==> config.mk <==
export PLATFORM = sky130hd
export DESIGN_NAME = cmd_queue_arb
export DESIGN_NICKNAME = d
export VERILOG_FILES = /design/src/rtl/cmd_queue_arb.sv
export SDC_FILE = /design/constraint.sdc
export NUM_CORES = 1
export LEC_CHECK = 0
export CAP_MARGIN = 5
export CORE_MARGIN = 2
export CORE_UTILIZATION = 35
export DETAILED_ROUTE_END_ITERATION = 16
export HOLD_SLACK_MARGIN = 0.08
export SYNTH_ARGS = -nofsm -noshare
export SYNTH_HDL_FRONTEND = slang
export SYNTH_SLANG_ARGS = --single-unit
==> constraint.sdc <==
create_clock -name clk -period 7 [get_ports clk]
set_input_delay 0.7 -clock clk [delete_from_list [all_inputs] [get_ports clk]]
set_output_delay 0.7 -clock clk [all_outputs]
set_load 0.005 [all_outputs]
==> src/rtl/cmd_queue_arb.sv <==
// Game-command front end: arbitrates source pulses, per-source auto-repeat and a
// gravity generator into a single FIFO that the board engine drains via valid/ready.
module cmd_queue_arb #(
    parameter int               N_SRC     = 4,
    parameter int               CMD_W     = 4,
    parameter int               DEPTH     = 16,
    parameter int               REP_DELAY = 25_000_000,
    parameter int               REP_RATE  = 5_000_000,
    parameter int               GRAV_BASE = 50_000_000,
    parameter int               GRAV_STEP = 1024,
    parameter int               GRAV_MIN  = 5_000_000,
    parameter logic [CMD_W-1:0] CMD_DOWN  = CMD_W'(2)
) (
    input  logic                     clk,
    input  logic                     rst,
    input  logic                     run,
    input  logic                     flush,
    input  logic [N_SRC-1:0]         src_pulse,
    input  logic [N_SRC-1:0]         src_hold,
    input  logic [N_SRC*CMD_W-1:0]   src_cmd,
    input  logic [7:0]               level,
    input  logic                     out_ready,
    output logic                     out_valid,
    output logic [CMD_W-1:0]         out_cmd,
    output logic [$clog2(DEPTH):0]   count,
    output logic [7:0]               drop_cnt
);

    localparam int          AW           = $clog2(DEPTH);
    localparam int          CW           = AW + 1;
    localparam logic [31:0] REP_DELAY_M1 = 32'(REP_DELAY - 1);
    localparam logic [31:0] REP_RATE_M1  = 32'(REP_RATE - 1);
    localparam logic [31:0] GRAV_BASE_U  = 32'(GRAV_BASE);
    localparam logic [31:0] GRAV_STEP_U  = 32'(GRAV_STEP);
    localparam logic [31:0] GRAV_MIN_U   = 32'(GRAV_MIN);

    typedef enum logic [1:0] {ST_IDLE, ST_DELAY, ST_REPEAT} repState_t;

    repState_t         repState_q [N_SRC];
    repState_t         repState_d [N_SRC];
    logic [31:0]       repTimer_q [N_SRC];
    logic [31:0]       repTimer_d [N_SRC];
    logic [N_SRC-1:0]  repFire;
    logic [CMD_W-1:0]  cmdOf [N_SRC];
    logic [N_SRC-1:0]  srcReq;

    logic [CMD_W-1:0]  mem_q [DEPTH];
    logic [AW-1:0]     head_q, head_d, tail_q, tail_d;
    logic [CW-1:0]     count_q, count_d;
    logic [7:0]        drop_q, drop_d, dropInc, nReq;
    logic [8:0]        dropSum;
    logic [31:0]       gravCnt_q, gravCnt_d, gravProd, gravPeriod;
    logic              gravReq, winValid, pushEn, popEn, full;
    logic [CMD_W-1:0]  winCmd;

    // Per-source repeat FSM; a fire still restarts the timer even if the code is 0.
    always_comb begin
        for (int i = 0; i < N_SRC; i++) begin
            cmdOf[i]      = src_cmd[i*CMD_W +: CMD_W];
            repState_d[i] = repState_q[i];
            repTimer_d[i] = repTimer_q[i];
            repFire[i]    = 1'b0;
            if (flush || !run || !src_hold[i]) begin
                repState_d[i] = ST_IDLE;
                repTimer_d[i] = '0;
            end else begin
                case (repState_q[i])
                    ST_IDLE: begin
                        if (src_pulse[i]) begin
                            repState_d[i] = ST_DELAY;
                            repTimer_d[i] = '0;
                        end
                    end
                    ST_DELAY: begin
                        if (repTimer_q[i] >= REP_DELAY_M1) begin
                            repFire[i]    = 1'b1;
                            repState_d[i] = ST_REPEAT;
                            repTimer_d[i] = '0;
                        end else begin
                            repTimer_d[i] = repTimer_q[i] + 32'd1;
                        end
                    end
                    ST_REPEAT: begin
                        if (repTimer_q[i] >= REP_RATE_M1) begin
                            repFire[i]    = 1'b1;
                            repTimer_d[i] = '0;
                        end else begin
                            repTimer_d[i] = repTimer_q[i] + 32'd1;
                        end
                    end
                    default: begin
                        repState_d[i] = ST_IDLE;
                        repTimer_d[i] = '0;
                    end
                endcase
            end
            srcReq[i] = (cmdOf[i] != '0) && (src_pulse[i] || repFire[i]);
        end
    end

    // Period saturates at the floor instead of wrapping when level*step exceeds the base.
    always_comb begin
        gravProd = 32'(level) * GRAV_STEP_U;
        if (gravProd >= GRAV_BASE_U || (GRAV_BASE_U - gravProd) < GRAV_MIN_U) begin
            gravPeriod = GRAV_MIN_U;
        end else begin
            gravPeriod = GRAV_BASE_U - gravProd;
        end
        gravReq = run && !flush && (gravCnt_q >= gravPeriod - 32'd1);
        if (flush || !run || gravReq) begin
            gravCnt_d = '0;
        end else begin
            gravCnt_d = gravCnt_q + 32'd1;
        end
    end

    always_comb begin
        winValid = gravReq;
        winCmd   = gravReq ? CMD_DOWN : '0;
        nReq     = gravReq ? 8'd1 : 8'd0;
        for (int i = N_SRC - 1; i >= 0; i--) begin
            if (srcReq[i] && !flush) begin
                winValid = 1'b1;
                winCmd   = cmdOf[i];
                nReq     = nReq + 8'd1;
            end
        end
    end

    // Every request that does not land in the FIFO, including a winner blocked by full, is a drop.
    always_comb begin
        full    = (count_q == CW'(DEPTH));
        popEn   = out_valid && out_ready && !flush;
        pushEn  = winValid && !flush && (!full || popEn);
        dropInc = flush ? 8'd0 : nReq - 8'(pushEn);
        dropSum = {1'b0, drop_q} + {1'b0, dropInc};
        drop_d  = dropSum[8] ? 8'hFF : dropSum[7:0];
        head_d  = head_q;
        tail_d  = tail_q;
        count_d = count_q;
        if (flush) begin
            head_d  = '0;
            tail_d  = '0;
            count_d = '0;
        end else begin
            if (pushEn) tail_d = tail_q + AW'(1);
            if (popEn)  head_d = head_q + AW'(1);
            count_d = count_q + CW'(pushEn) - CW'(popEn);
        end
    end

    always_ff @(posedge clk or posedge rst) begin
        if (rst) begin
            head_q    <= '0;
            tail_q    <= '0;
            count_q   <= '0;
            drop_q    <= '0;
            gravCnt_q <= '0;
            for (int i = 0; i < N_SRC; i++) begin
                repState_q[i] <= ST_IDLE;
                repTimer_q[i] <= '0;
            end
        end else begin
            head_q    <= head_d;
            tail_q    <= tail_d;
            count_q   <= count_d;
            drop_q    <= drop_d;
            gravCnt_q <= gravCnt_d;
            for (int i = 0; i < N_SRC; i++) begin
                repState_q[i] <= repState_d[i];
                repTimer_q[i] <= repTimer_d[i];
            end
        end
    end

    always_ff @(posedge clk) begin
        if (pushEn) mem_q[tail_q] <= winCmd;
    end

    assign out_valid = (count_q != '0);
    assign out_cmd   = out_valid ? mem_q[head_q] : '0;
    assign count     = count_q;
    assign drop_cnt  = drop_q;

endmodule

==> results.toml <==
[outcome]
status = "completed"

[worst_setup_path]
cp-start-kind = "primary input"
required_ns = 7.43
critical_path_peak_fanout = 6
crit_slowest_cell = "clkdlybuf4s50_1"
ff2ff_path_depth = 32
crit_start = "level[0]"
max_stage_delay_ns = 0.47
worstPathArrival_ns = 6.95
reg2reg_slack_ns = 0.60
r2r-start = "repTimer_q[0]"
r2r-end = "drop_cnt[2]"
path_common_cell = "ha_1"
worstSetupEndpointType = "flop"
worstSetupPathType = "primary input to flop"

[detailed_routing]
num_vias = 10682
topRoutingLayerUsed = "met5"
first_iter_violations = 782
drt_first_pass_iters = 6
route.met2.wl_mm = 14.9
antenna_left = 0
met1Wirelength_mm = 14.5
via_per_inst = 5.30
wl_per_cell_um = 15.7
drc_errors = 0
met3_length_mm = 1.35
wirelength_mm = 31.6

[grt]
overflow = 0
grt_pass1_wl_mm = 53.5
grt_max_degree = 138
grtUsageTotal_pct = 15.5
antenna_found_initial = 2
first_global_vias = 10418

[logic_synthesis]
synth.distinct_cells = 76
synth_edf_count = 64
synth-seq-cells = 253
synth_area_per_cell_um2 = 9.85
synth_flop_cell = "dfrtp_1"
async_flop_share_pct = 74.7
ys_seq_area_share_pct = 47.6
syn_inst = 1419
syn-cell-area_um2 = 14000
yosysWarnings = 0

[cells_and_area]
antenna_cells = 0
area_growth_pct = 14.9
nFillCells = 3828
drive_above_1_share_pct = 7.44
final_cell_mix = "dfrtp_1, nor2_1, nand2_1"
nets = 1565
layout_commonest_cell = "dfrtp_1"

[die]
initial_core_util_pct = 35.3
pin_count = 55
coreArea_um2 = 39500
row_count = 73
fp.dieW_um = 204
dieArea_um2 = 41500
die-height_um = 204

[min_path]
worst_hold_path.num_cells = 1
worst_hold_path_type = "flop to flop"
hp-start = "repTimer_q[19]"
hold_end = "repTimer_q[19]"

[sta]
timing.fmax_mhz = 153
slew_viol_final = 0
worst_pin_slew_ns = 1.20
skew_ns = 0.0179
fin_crit_ns = 6.52
tns_ns = 0
grt_setup_unrepaired = "no"
fin_ws_ns = 0.481
hold_viol_final = 0
period_share_pct = 93.1
setup-violations-final = 0
relSlewSlack_pct = 20.1

[placement]
gp_congestion = 0.829
dp.final_hpwl_mm = 21.9
dp_slack_ns = -0.155
io_buffers = 54

[clock_network]
cts_buffer_depth = 3
clk_latency_ns = 0.55
cts_buffers = 29
clk_pin_slew_worst_paths_ns = 0.06
cts_root_buf = "clkbuf_16"
htree_levels = 1
cts_tree = "yes"
cts.sinks = 253
cts_setup_buffers = 0
hold_buffers = 0

[pwr]
power_density_nw_per_um2 = 234
p_leak_nw = 6.39
vdd_ir_drop_max_mv = 0.180

[run]
drv_cap = 0
## worst max-delay path by stage
stage	end
5_1_grt	drop_cnt[2]
3_5_place_dp	drop_cnt[2]
4_1_cts	drop_cnt[2]
6_report	drop_cnt[2]
2_1_floorplan	drop_cnt[2]
3_3_place_gp	drop_cnt[2]
## metrics by stage
step           hold slack, ns  area, um^2  std cells  total power [mW]  util (%)
4_1_cts                 0.479       16000       2016              3.82      40.5
5_1_grt                 0.502       16000       2016              3.95      40.6
2_1_floorplan           0.437       14000       1424              2.05         -
6_report                0.478       16000       2016              3.76      40.6
3_3_place_gp            0.459       15100       1964              2.31      38.2
3_5_place_dp            0.462       15100       1964              2.33      38.2
## Yosys cell counts, drive strengths merged (3+ instances only)
library cell / number / area, um^2
nor2: 162 / 608
xnor2: 34 / 298
or2: 4 / 25.0
clkbuf: 48 / 184
nor3b: 6 / 45.0
or3: 6 / 37.5
dfrtp: 189 / 4730
inv: 51 / 191
nor3: 23 / 115
a21oi: 38 / 190
o41ai: 15 / 139
ha: 56 / 701
mux4: 20 / 450
a221oi: 6 / 52.6
and4: 10 / 88.8
a41o: 3 / 30.0
nand4: 31 / 194
a211oi: 4 / 30.0
nor4: 24 / 150
xor2: 52 / 463
nor2b: 29 / 181
edfxtp: 64 / 1920
a21o: 5 / 37.5
and3: 33 / 206
a31oi: 16 / 106
nand3: 70 / 355
nand2b: 17 / 106
a211o: 4 / 35.0
mux2i: 5 / 53.8
and2: 52 / 325
o211ai: 6 / 45.0
nand2: 128 / 480
and4b: 3 / 30.0
o21a: 5 / 37.5
a41oi: 3 / 26.3
o31ai: 36 / 312
o21ai: 118 / 591
buf: 9 / 38.8
## per-layer routing
| layer | global-route usage, % | up-vias |
|---|---|---|
| met1 | 21.0 | 5209 |
| met4 | 4.41 | 2 |
| met3 | 2.40 | 58 |
| met5 | 0 | - |
| met2 | 25.8 | 194 |
| li1 | - | 5219 |
## sequential cells by signal, indices dropped and copies added (netlist names)
name        cells
gravCnt_q      32
repState_q      8
tail_q          4
count           5
repTimer_q    128
mem_q          64
drop_cnt        8
head_q          4
## layout make-up
class	count	area, um^2	area share (%)
timing repair buffer	72	676	4.21
tap	525	657	4.09
clock inverter	14	130	0.811
multi-input combinational	1063	6950	43.3
clock buffer	38	790	4.92
sequential	253	6650	41.4
inverter	51	199	1.24
## critical path, delay by kind of cell
kind | cells | cell delay (ns)
adders and majority gates | 7 | 1.81
AOI/OAI and AO/OA | 10 | 1.72
buffers and inverters | 8 | 1.03
and+or+nand+nor | 7 | 1.22
xor gates and xnor gates | 3 | 0.47
## what timing repair did
action                                  CTS  global route
endpoints found under the hold margin     0             0
gates resized for setup                   0             4
endpoints found under the setup margin    0             8
## power breakdown
group / leakage, nW / internal [mW] / switching [mW] / total [mW]
Clock: 0.459 / 0.865 / 0.605 / 1.47
Sequential: 3.18 / 1.58 / 0.0809 / 1.66
Combinational: 2.75 / 0.342 / 0.287 / 0.629
Total: 6.39 / 2.78 / 0.974 / 3.76
## cell families after synthesis
logic type / synth area share (%)
simple gates: 21.9
mux: 3.61
buf+inv: 2.96
xor+xnor: 5.44
other cells: 0.0268
fa+ha+maj: 5.30
compound gates: 13.1
flops: 47.6
Power figures use the tool's default switching activity.
